[config.mk]
export PLATFORM = sky130hd
export DESIGN_NAME = pwm_status_tx
export DESIGN_NICKNAME = d
export VERILOG_FILES = /design/src/rtl/pwm_status_tx.sv
export SDC_FILE = /design/constraint.sdc
export NUM_CORES = 1
export LEC_CHECK = 0
export CAP_MARGIN = 5
export CORE_UTILIZATION = 50
export DETAILED_ROUTE_END_ITERATION = 10
export GPL_ROUTABILITY_DRIVEN = 0
export PLACE_DENSITY = 0.68
export SYNTH_ARGS = -nofsm -noshare
export SYNTH_HDL_FRONTEND = slang
export SYNTH_SLANG_ARGS = --single-unit
export TNS_END_PERCENT = 100
[constraint.sdc]
create_clock -name clk -period 32.3 [get_ports clk]
set_input_delay 6.46 -clock clk [delete_from_list [all_inputs] [get_ports clk]]
set_output_delay 6.46 -clock clk [all_outputs]
set_load 0.05 [all_outputs]
[src/rtl/pwm_status_tx.sv]
// PWM status transmitter: shadows per-channel PWM config and streams
// it as a UDP status frame on request or on a periodic timer.
module pwm_status_tx #(
  parameter logic [7:0]  ID_PWM_STATUS = 8'd1,
  parameter int unsigned NUM_CH        = 8,
  parameter int unsigned CLK_FREQ      = 100000000,
  parameter int unsigned REPORT_MS     = 1000
) (
  input  logic        clk,
  input  logic        rst,
  input  logic        pwm_config_vld,
  input  logic [7:0]  pwm_config_channel,
  input  logic        pwm_en,
  input  logic [27:0] pwm_period,
  input  logic [27:0] pwm_hlevel,
  input  logic        report_req,
  output logic [31:0] tx_axis_udp_tdata,
  output logic        tx_axis_udp_tvalid,
  output logic        tx_axis_udp_tlast,
  output logic [7:0]  tx_axis_udp_tuser,
  input  logic        tx_axis_udp_tready,
  output logic        busy
);

  localparam int unsigned CW =
    (NUM_CH > 1) ? $clog2(NUM_CH) : 1;
  localparam logic [31:0] TERM =
    32'((CLK_FREQ / 1000) * REPORT_MS);
  localparam logic [8:0] NCH  = 9'(NUM_CH);
  localparam logic [7:0] LAST = 8'(NUM_CH - 1);

  localparam logic [1:0] S_IDLE = 2'd0;
  localparam logic [1:0] S_LOAD = 2'd1;
  localparam logic [1:0] S_SEND = 2'd2;

  logic [1:0]  state;
  logic        tbl_en  [NUM_CH];
  logic [27:0] tbl_per [NUM_CH];
  logic [27:0] tbl_hl  [NUM_CH];

  logic [31:0] tmr;
  logic        tick;
  logic        pending;
  logic [15:0] seq;
  logic [7:0]  ch;
  logic [2:0]  widx;
  logic        rec_en;
  logic [27:0] rec_per;
  logic [27:0] rec_hl;
  logic        vld;
  logic        xfer;
  logic        rec_end;
  logic        wr_ok;
  logic [CW-1:0] wr_idx;
  logic [CW-1:0] rd_idx;
  logic [31:0] word;

  assign wr_ok  = ({1'b0, pwm_config_channel} < NCH);
  assign wr_idx = pwm_config_channel[CW-1:0];
  assign rd_idx = ch[CW-1:0];

  always_ff @(posedge clk or posedge rst) begin
    if (rst) begin
      for (int i = 0; i < int'(NUM_CH); i++) begin
        tbl_en[i]  <= 1'b0;
        tbl_per[i] <= 28'd0;
        tbl_hl[i]  <= 28'd0;
      end
    end else if (pwm_config_vld && wr_ok) begin
      tbl_en[wr_idx]  <= pwm_en;
      tbl_per[wr_idx] <= pwm_period;
      tbl_hl[wr_idx]  <= pwm_hlevel;
    end
  end

  // TERM == 0 parks the timer and never ticks
  assign tick = (TERM != 32'd0) && (tmr == TERM - 32'd1);

  always_ff @(posedge clk or posedge rst) begin
    if (rst) begin
      tmr <= 32'd0;
    end else if (tick) begin
      tmr <= 32'd0;
    end else if (TERM != 32'd0) begin
      tmr <= tmr + 32'd1;
    end
  end

  always_ff @(posedge clk or posedge rst) begin
    if (rst) begin
      pending <= 1'b0;
    end else if (report_req || tick) begin
      pending <= 1'b1;
    end else if (state == S_IDLE) begin
      pending <= 1'b0;
    end
  end

  assign xfer    = vld && tx_axis_udp_tready;
  assign rec_end = xfer && (widx == 3'd4);

  always_ff @(posedge clk or posedge rst) begin
    if (rst) begin
      state   <= S_IDLE;
      ch      <= 8'd0;
      widx    <= 3'd0;
      vld     <= 1'b0;
      rec_en  <= 1'b0;
      rec_per <= 28'd0;
      rec_hl  <= 28'd0;
      seq     <= 16'd0;
    end else begin
      unique case (state)
        S_IDLE: begin
          if (pending) begin
            state <= S_LOAD;
            ch    <= 8'd0;
            widx  <= 3'd0;
          end
        end
        S_LOAD: begin
          rec_en  <= tbl_en[rd_idx];
          rec_per <= tbl_per[rd_idx];
          rec_hl  <= tbl_hl[rd_idx];
          widx    <= 3'd0;
          vld     <= 1'b1;
          state   <= S_SEND;
        end
        S_SEND: begin
          if (rec_end) begin
            vld  <= 1'b0;
            widx <= 3'd0;
            if (ch == LAST) begin
              state <= S_IDLE;
              seq   <= seq + 16'd1;
            end else begin
              ch    <= ch + 8'd1;
              state <= S_LOAD;
            end
          end else if (xfer) begin
            widx <= widx + 3'd1;
          end
        end
        default: state <= S_IDLE;
      endcase
    end
  end

  always_comb begin
    word = 32'd0;
    unique case (widx)
      3'd0:    word = {24'd0, ch};
      3'd1:    word = {4'd0, rec_per};
      3'd2:    word = {4'd0, rec_hl};
      3'd3:    word = {16'd0, seq};
      3'd4:    word = {31'd0, rec_en};
      default: word = 32'd0;
    endcase
  end

  assign tx_axis_udp_tvalid = vld;
  assign tx_axis_udp_tdata  = vld ? word : 32'd0;
  assign tx_axis_udp_tuser  = vld ? ID_PWM_STATUS : 8'd0;
  assign tx_axis_udp_tlast  =
    vld && (widx == 3'd4) && (ch == LAST);
  assign busy = pending || (state != S_IDLE);

endmodule

==> results.yml <==
placement:
  io_buffers: 101
  placed_area_mm2: 0.0275
  dp_slack_ps: 22570
  dp_hpwl_um: 35000
hold_path:
  min_path_cells: 1
  min_from: "tmr[0]"
  hold_path_end: "tmr[0]"
  min_path_type: "reg2reg"
sta:
  setup_viol_count_final: 0
  slew_viol_final: 0
  tightest_slew_ps: 1160
  fin_crit_ps: 10330
  finClkSkew_ps: 18.1
  finalHoldViolCount: 0
  grt_setup_unrepaired: "false"
  slew_headroom: 0.227
  max_freq_ghz: 0.0968
  fin_crit_sh: 0.320
  fin_tns_setup_ps: 0
  finalWorstSetupSlack_ps: 21970
clock_network:
  hold_buffers: 0
  clk_path_buf_depth: 3
  cts_buffers: 59
  htree_levels: 2
  cts_resized: 0
  clk_latency_ps: 630
  cts.clk_slew.worst_paths_ps: 60
  cts_tree: "built"
  cts-root-buf: "clkbuf_16"
  post_cts_buffers: 0
  clock-sinks: 576
die:
  dieWidth_um: 230
  fp.dieH_um: 230
  die-area_mm2: 0.0529
  start_util: 0.507
  num_rows: 83
  core_mm2: 0.0513
  ios: 113
detailed_routing:
  routedWlPerCell_um: 23.1
  ant_nets: 0
  first_pass_iters: 6
  wl_um: 59600
  drtIter0Drc: 1226
  vias: 15300
  viasPerCell: 5.92
  remaining_drc_errors: 0
critical_path:
  reg2reg_from: "ch[0]"
  ff2ff_path_depth: 4
  worstPathMaxFanout: 21
  worstReg2RegEnd: "rec_per[1]"
  cp_cell_sequence: "inv_1 -> ha_1 -> nor2b_2 -> o41ai_2 -> clkbuf_4 -> a31oi_1 -> clkdlybuf4s50_1"
  regToRegSetupSlack_ps: 29490
  startpoint: "widx[0]"
  arrival_ps: 3870
  crit_slowest_cell: "nor2b_2"
  path_class: "reg2out"
  cpPeakStageDelay_ps: 900
  worstPathRequired_ps: 25840
  start_kind: "flop"
  end_kind: "primary output"
synthesis:
  synthFlopType: "dfrtp_1"
  synth_edf_count: 0
  synth_cell_type_count: 55
  yosys_warnings: 0
  netlist_instances: 1783
  syn_area_per_cell_um2: 14.6
  synth-seq-cells: 576
  async_reset_ff_frac: 1.00
  synth_seq_area_share: 0.554
  netlist_area_mm2: 0.0260
final_layout:
  nets: 1928
  drive_gt1_frac: 0.351
  finalInstanceArea_mm2: 0.0295
  layout_commonest_cell: "dfrtp_1"
  area_delta_synth_final_pct: 13.5
  final_cell_mix: "dfrtp_1 (573), mux2_2 (413), mux4_2 (114), clkdlybuf4s50_1 (101), nand2_1 (94)"
  n_fill_cell: 4121
global_route:
  grt_max_degree: 181
  grt_pass1_vias: 16100
  grt_pass1_wl_um: 95000
  grt_usage: 0.233
  overflow: 0
  antenna_found_initial: 8
job:
  cap_viol_max_count: 0
outcome:
  status: "complete, no violations"
power_and_ir_drop:
  p_leak_nw: 13.7
  power_density_mw_per_mm2: 61.8
  ir_drop_v: 0.0000532
==> synth_stat cells, types with 5 or more instances <==
| cell | count | share of area |
|---|---|---|
| dfrtp_1 | 576 | 0.55 |
| mux2_2 | 413 | 0.18 |
| mux4_2 | 114 | 0.099 |
| nand2_1 | 95 | 0.014 |
| o21ai_0 | 72 | 0.014 |
| nor2_1 | 60 | 0.0087 |
| mux2i_1 | 58 | 0.022 |
| clkbuf_1 | 48 | 0.0069 |
| mux2_1 | 44 | 0.019 |
| buf_2 | 37 | 0.0071 |
| xnor2_1 | 27 | 0.0091 |
| buf_4 | 22 | 0.0064 |
| nand4_1 | 22 | 0.0053 |
| nor3_1 | 22 | 0.0042 |
| a222oi_1 | 15 | 0.0058 |
| nand3_1 | 14 | 0.0027 |
| xor2_1 | 14 | 0.0047 |
| a22oi_1 | 12 | 0.0035 |
| buf_6 | 12 | 0.0052 |
| inv_1 | 11 | 0.0016 |
| a21oi_1 | 9 | 0.0017 |
| and3_1 | 8 | 0.0019 |
| ha_1 | 8 | 0.0039 |
| and2_1 | 6 | 0.0014 |
| nand2b_1 | 5 | 0.0012 |
| nor2b_1 | 5 | 0.0012 |
| nor4_1 | 5 | 0.0012 |
==> worst max path at each step <==
stage                                       to  slack [ps]  depth (start not counted)
final                     tx_axis_udp_tdata[0]       21970                          7
after CTS                 tx_axis_udp_tdata[0]       21980                          6
after global placement            tbl_per[149]       22630                          7
after global routing      tx_axis_udp_tdata[0]       21750                          7
after floorplan                          ch[0]        9730                          1
after detailed placement            tbl_hl[92]       22570                          4
==> area by class of cell <==
| type | instances | area, um^2 | area share |
|---|---|---|---|
| Sequential cell | 576 | 14400 | 0.489 |
| Clock inverter | 15 | 221 | 0.00751 |
| Tap cell | 680 | 851 | 0.0288 |
| Clock buffer | 92 | 1810 | 0.0614 |
| Inverter | 11 | 48.8 | 0.00165 |
| Multi-Input combinational cell | 1082 | 11000 | 0.371 |
| Antenna cell | 3 | 7.51 | 0.000254 |
| Timing Repair Buffer | 120 | 1190 | 0.0404 |
==> through the flow <==
step	instances	util	total power [mW]	hold slack, ps
2_1_floorplan	1793	-	1.04	433
3_3_place_gp	2468	0.535	1.13	444
3_5_place_dp	2468	0.535	1.14	462
4_1_cts	2575	0.575	1.84	470
5_1_grt	2577	0.575	1.90	490
6_report	2579	0.575	1.82	467
==> routing by layer <==
| layer | GRT usage | routed length, um | vias to the layer above |
|---|---|---|---|
| li1 | - | - | 6674 |
| met5 | 0 | 71 | - |
| met1 | 0.328 | 26500 | 8132 |
| met2 | 0.369 | 28500 | 344 |
| met4 | 0.0639 | 1220 | 10 |
| met3 | 0.0485 | 3370 | 102 |
==> logic make-up after synthesis <==
family                     Yosys count  synth area share
muxes                              629             0.319
DFF                                576             0.554
and+or+nand+nor                    270            0.0511
buffers and inverters              135            0.0280
AOI/OAI and AO/OA                  123            0.0296
xor gates and xnor gates            41            0.0138
adders and majority gates            8           0.00385
other                                1          0.000144
==> power by group <==
part	leakage [nW]	switching [mW]	internal, mW	total, mW
Combinational	4.76	0.177	0.123	0.300
Clock	1.00	0.286	0.416	0.702
Sequential	7.92	0.0512	0.771	0.822
Total	13.7	0.515	1.31	1.82
==> flip-flops by register name, summed over array words and instances (netlist names) <==
signal and count:
tbl_hl 224, state 2, rec_per 28, tbl_per 224, tmr 32, ch 8, widx 3, rec_en 1
tx_axis_udp_tvalid 1, pending 1, rec_hl 28, seq 16, tbl_en 8
==> worst max-delay path: cells and delay by family (launching register included) <==
| kind | cells | cell delay (ps) |
|---|---|---|
| AO/OA/AOI/OAI | 2 | 400 |
| flip-flops | 1 | 420 |
| buffers and inverters | 3 | 1170 |
| AND/OR/NAND/NOR | 1 | 900 |
| adder cells (fa/ha/maj) | 1 | 340 |
Note: power is estimated with default switching activity, not from simulation.
